File: src/rtl/handshake_pkg.sv
// rtl/handshake_pkg.sv - shared types and constants for the four-phase bundled-data sender
package handshake_pkg;

  localparam int DEFAULT_WIDTH = 4;

  typedef enum logic [1:0] {
    IDLE   = 2'd0,
    SETUP  = 2'd1,
    REQ_HI = 2'd2,
    REQ_LO = 2'd3
  } state_e;

  // Wide enough to hold the saturated value TIMEOUT itself.
  function automatic int tcnt_width(input int timeout);
    return (timeout < 1) ? 1 : $clog2(timeout + 1);
  endfunction

endpackage

File: src/rtl/ack_sync.sv
// rtl/ack_sync.sv - multi-flop synchroniser for a single asynchronous handshake line
module ack_sync #(
  parameter int STAGES = 2
) (
  input  logic clk,
  input  logic reset,
  input  logic d_in,
  output logic q_out
);

  logic [STAGES-1:0] sync_q;
  logic [STAGES-1:0] sync_d;

  always_comb begin
    sync_d = {sync_q[STAGES-2:0], d_in};
  end

  always_ff @(posedge clk or posedge reset) begin
    if (reset) begin
      sync_q <= '0;
    end else begin
      sync_q <= sync_d;
    end
  end

  assign q_out = sync_q[STAGES-1];

endmodule

File: src/rtl/handshake_sender.sv
// rtl/handshake_sender.sv - clocked valid/ready to four-phase request/ack bundled-data initiator
module handshake_sender
  import handshake_pkg::*;
#(
  parameter int WIDTH        = DEFAULT_WIDTH,
  parameter int SETUP_CYCLES = 1,
  parameter int SYNC_STAGES  = 2,
  parameter int TIMEOUT      = 64,
  parameter int CNT_W        = 8
) (
  input  logic             clk,
  input  logic             reset,
  input  logic [WIDTH-1:0] src_data,
  input  logic             src_valid,
  output logic             src_ready,
  output logic [WIDTH-1:0] data_out,
  output logic             request_out,
  input  logic             ack_in,
  output logic             busy,
  output logic [CNT_W-1:0] sent_count,
  output logic             timeout_err
);

  localparam int             TW         = tcnt_width(TIMEOUT);
  localparam logic [TW-1:0]  TCNT_MAX   = TW'(TIMEOUT);
  localparam logic [TW-1:0]  TCNT_ERR   = TW'(TIMEOUT - 1);
  localparam logic [3:0]     SETUP_INIT = 4'(SETUP_CYCLES - 1);

  state_e             state_q, state_d;
  logic [WIDTH-1:0]   data_q, data_d;
  logic               req_q, req_d;
  logic [3:0]         scnt_q, scnt_d;
  logic [TW-1:0]      tcnt_q, tcnt_d;
  logic [CNT_W-1:0]   sent_q, sent_d;
  logic               err_q, err_d;
  logic               ack_s;
  logic               waiting;

  ack_sync #(
    .STAGES (SYNC_STAGES)
  ) u_ack_sync (
    .clk   (clk),
    .reset (reset),
    .d_in  (ack_in),
    .q_out (ack_s)
  );

  // A stale ack still visible in IDLE must clear before a new word may start.
  assign src_ready = (state_q == IDLE) && !ack_s;

  always_comb begin
    state_d = state_q;
    data_d  = data_q;
    req_d   = req_q;
    scnt_d  = scnt_q;
    tcnt_d  = tcnt_q;
    sent_d  = sent_q;
    err_d   = err_q;
    waiting = (state_q == REQ_HI) || (state_q == REQ_LO);

    if (waiting && (tcnt_q != TCNT_MAX)) begin
      tcnt_d = tcnt_q + TW'(1);
    end

    case (state_q)
      IDLE: begin
        if (src_valid && src_ready) begin
          data_d  = src_data;
          scnt_d  = SETUP_INIT;
          state_d = SETUP;
        end
      end
      SETUP: begin
        if (scnt_q == 4'd0) begin
          req_d   = 1'b1;
          tcnt_d  = '0;
          state_d = REQ_HI;
        end else begin
          scnt_d = scnt_q - 4'd1;
        end
      end
      REQ_HI: begin
        if (ack_s) begin
          req_d   = 1'b0;
          tcnt_d  = '0;
          state_d = REQ_LO;
        end else if (tcnt_q >= TCNT_ERR) begin
          err_d = 1'b1;
        end
      end
      REQ_LO: begin
        // Timeout only flags; the word is never dropped or retried.
        if (!ack_s) begin
          sent_d  = sent_q + CNT_W'(1);
          state_d = IDLE;
        end else if (tcnt_q >= TCNT_ERR) begin
          err_d = 1'b1;
        end
      end
      default: begin
        state_d = IDLE;
      end
    endcase
  end

  always_ff @(posedge clk or posedge reset) begin
    if (reset) begin
      state_q <= IDLE;
      data_q  <= '0;
      req_q   <= 1'b0;
      scnt_q  <= '0;
      tcnt_q  <= '0;
      sent_q  <= '0;
      err_q   <= 1'b0;
    end else begin
      state_q <= state_d;
      data_q  <= data_d;
      req_q   <= req_d;
      scnt_q  <= scnt_d;
      tcnt_q  <= tcnt_d;
      sent_q  <= sent_d;
      err_q   <= err_d;
    end
  end

  assign data_out    = data_q;
  assign request_out = req_q;
  assign busy        = (state_q != IDLE);
  assign sent_count  = sent_q;
  assign timeout_err = err_q;

endmodule
File: config.mk
export PLATFORM = sky130hd
export DESIGN_NAME = handshake_sender
export DESIGN_NICKNAME = d
export VERILOG_FILES = /design/src/rtl/handshake_pkg.sv /design/src/rtl/ack_sync.sv /design/src/rtl/handshake_sender.sv
export SDC_FILE = /design/constraint.sdc
export NUM_CORES = 1
export LEC_CHECK = 0
export ABC_AREA = 0
export BUFFER_PORTS_ARGS = -buffer_cell sky130_fd_sc_hd__clkbuf_2
export CAP_MARGIN = 15
export CORE_UTILIZATION = 45
export DETAILED_ROUTE_END_ITERATION = 8
export PLACE_DENSITY = 0.66
export RECOVER_POWER = 50
export SYNTH_ARGS = -nofsm -noshare
export SYNTH_HDL_FRONTEND = slang
export SYNTH_SLANG_ARGS = --single-unit
File: constraint.sdc
create_clock -name clk -period 1.8 [get_ports clk]
set_input_delay 0.18 -clock clk [delete_from_list [all_inputs] [get_ports clk]]
set_output_delay 0.18 -clock clk [all_outputs]
set_load 0.02 [all_outputs]
==> metrics.txt <==
syn_nets 164; Mapped Cells 146; VDD IR max 0.000843 V; Ports 24; grt ovf 0; std cell rows 20; Min-Delay Path Class input port to register; Reg-to-Reg End state_q[1]$_DFFE_PP0P_; vias in the first global route 1044; ANT nets after route 0; synth-to-layout area growth 18.5%; drc violations 0; Hold Path Depth 2; PortBufs 23; r2r startpoint scnt_q[0]$_DFFE_PP0P_; Post-Route WL 2720 um; Placer Congestion 0.914; Synth top area share 0.472; Sink Count 29; Die Height 60.4 um; via count 1117; Post-CTS Setup Inserts 0; clk slew on worst S/H paths 0.09 ns; Worst slew margin 0.526; Yosys top cell by area dfrtp_1; unrepaired setup endpoints after global routing no; DR vias/cell 4.96; Starting Density 0.487; WHS Endpoint data_out[3]$_DFFE_PP0P_; flops & latches, synth 29; max frequency 0.597 GHz; crit share post-route 0.931; Final Critical Period 1.68 ns; min-delay src src_data[3]; pwr dens 1380 mW/mm2; Hold WS 0.0890 ns; H-tree level count 2; Clock Latency Late Sink 0.32 ns; Seq/Total Area, Yosys 0.472; CTS Buffer Depth 2; CTS tree built; Worst Tran Pin Value 0.711 ns; initial antenna violation count 0; 1st-iter DRT viols 72; Worst setup SP type register; worst r2r path cells 6; CP Class register to register; die area 0.00365 mm2; per-cell routed wire length 12.1 um; CTS Buf Count 5; max-slew violations 0; WP data required 2.01 ns; Fin Setup TNS 0 ns; DP HPWL 2040 um; largest net degree at the start of global routing 30; crit end category register; first-pass GRT wire length 4490 um; layout cells sized above 1 0.227; max-cap violations 0; Core Region 0.00315 mm2; Die X 60.4 um; CP arrival 1.89 ns; largest cells by area after synthesis dfrtp_1, ha_1, xnor2_1; Avg Synthesized Cell Area 10.5 um2; Static Leak 0.833 nW; fillers 295; Root Buffer clkbuf_4; internal reg-to-reg setup slack 0.12 ns; final setup fails 0; Critical Path Fanout Max 5; Initial DRT Pass Iterations 4; synthesized cell area 0.00154 mm2; Fin. Hold Viols 0; Ys Warns 0; status finished clean; Unique masters post-synth 36; Worst Skew 0.00473 ns; diode count 0; fin nets 199; All-Layer GR Usage 0.175
==> worst max path at each step <==
stage                                from                      to  slack [ns]
floorplan           scnt_q[0]$_DFFE_PP0P_  state_q[1]$_DFFE_PP0P_        0.17
global placement    scnt_q[0]$_DFFE_PP0P_  state_q[1]$_DFFE_PP0P_        0.18
detailed placement  scnt_q[0]$_DFFE_PP0P_  state_q[1]$_DFFE_PP0P_        0.15
CTS                 scnt_q[0]$_DFFE_PP0P_  state_q[1]$_DFFE_PP0P_        0.14
global route        scnt_q[0]$_DFFE_PP0P_   scnt_q[1]$_DFFE_PP0P_        0.03
finish              scnt_q[0]$_DFFE_PP0P_  state_q[1]$_DFFE_PP0P_        0.12
==> repair_timing <==
| item | CTS | global route |
|---|---|---|
| gates resized for setup | 0 | 0 |
| hold endpoints to repair | 30 | 0 |
| hold buffers | 2 | 0 |
==> through the flow <==
stage | area [um2] | instances | setup WS, ns | utilization | power, mW
after detailed placement | 1740 | 216 | 0.148 | 0.551 | 2.04
after global placement | 1740 | 216 | 0.182 | 0.551 | 2.01
final | 1820 | 225 | 0.124 | 0.577 | 2.51
after CTS | 1830 | 225 | 0.141 | 0.581 | 2.55
after floorplan | 1540 | 146 | 0.175 | - | 1.73
after global routing | 1820 | 225 | 0.0328 | 0.577 | 2.71
==> logic make-up after synthesis <==
group                      Yosys count  share of synthesized area
adders and majority gates           10                     0.0814
muxes                                9                     0.0660
AOI/OAI and AO/OA                   19                     0.0920
xor gates and xnor gates            11                     0.0627
DFF                                 29                      0.472
buffers and inverters               12                     0.0309
and+or+nand+nor                     56                      0.195
==> registers in the layout (all words and copies together) (netlist names) <==
| register | cells |
|---|---|
| timeout_err | 1 |
| data_out | 4 |
| request_out | 1 |
| scnt_q | 4 |
| tcnt_q | 7 |
| sent_count | 8 |
| u_ack_sync.sync_q | 2 |
| state_q | 2 |
==> critical path, stage by stage (launching register included) <==
cell	delay (ns)
dfrtp_1	0.41
inv_1	0.09
ha_1	0.22
nor3b_4	0.15
or2b_4	0.27
o2111ai_4	0.12
mux2_4	0.31
==> Yosys cell counts, drive strengths merged <==
| library cell | count |
|---|---|
| nand2 | 14 |
| inv | 9 |
| or2b | 1 |
| a41oi | 1 |
| nor2b | 2 |
| xnor2 | 8 |
| nor3b | 1 |
| or4 | 1 |
| a21oi | 5 |
| buf | 1 |
| nand3 | 2 |
| o2111ai | 2 |
| and2 | 1 |
| o311ai | 1 |
| or3 | 1 |
| mux2i | 3 |
| xor2 | 3 |
| ha | 10 |
| and3 | 3 |
| nand4 | 6 |
| nor3 | 3 |
| nand3b | 2 |
| o2bb2ai | 1 |
| o21ai | 5 |
| nand2b | 5 |
| o22ai | 1 |
| clkbuf | 2 |
| mux2 | 6 |
| o211ai | 2 |
| dfrtp | 29 |
| o221ai | 1 |
| nor2 | 14 |
==> metal layers <==
layer / GRT usage / wire length, um / part of all wire / vias up
li1: - / - / - / 573
met1: 0.222 / 1370 / 0.50 / 514
met5: 0 / 0 / 0 / -
met2: 0.264 / 1200 / 0.44 / 26
met3: 0.0832 / 121 / 0.044 / 4
met4: 0.0584 / 29 / 0.011 / 0
==> power by group <==
group	internal (mW)	switching, mW	leakage [nW]
Sequential	0.801	0.134	0.376
Combinational	0.457	0.620	0.415
Clock	0.283	0.217	0.0410
==> placed cells by master (no fill, tap or decap), drive strengths merged, types with 2 or more instances in the layout <==
| cell type | n |
|---|---|
| a21oi | 5 |
| and3 | 3 |
| buf | 5 |
| clkbuf | 29 |
| dfrtp | 29 |
| dlygate4sd3 | 2 |
| ha | 10 |
| inv | 9 |
| mux2 | 6 |
| mux2i | 3 |
| nand2 | 14 |
| nand2b | 5 |
| nand3 | 2 |
| nand3b | 2 |
| nand4 | 6 |
| nor2 | 14 |
| nor2b | 2 |
| nor3 | 3 |
| o2111ai | 2 |
| o211ai | 2 |
| o21ai | 5 |
| xnor2 | 8 |
| xor2 | 3 |
==> area by class of cell <==
cell class / instances / area [um2] / share of cell area
Clock buffer: 5 / 37.5 / 0.0206
Clock inverter: 2 / 35.0 / 0.0192
Inverter: 9 / 33.8 / 0.0186
Multi-Input combinational cell: 105 / 763 / 0.419
Sequential cell: 29 / 726 / 0.399
Tap cell: 44 / 55.1 / 0.0302
Timing Repair Buffer: 31 / 170 / 0.0935
No activity file was read; power rests on OpenSTA's default activity.
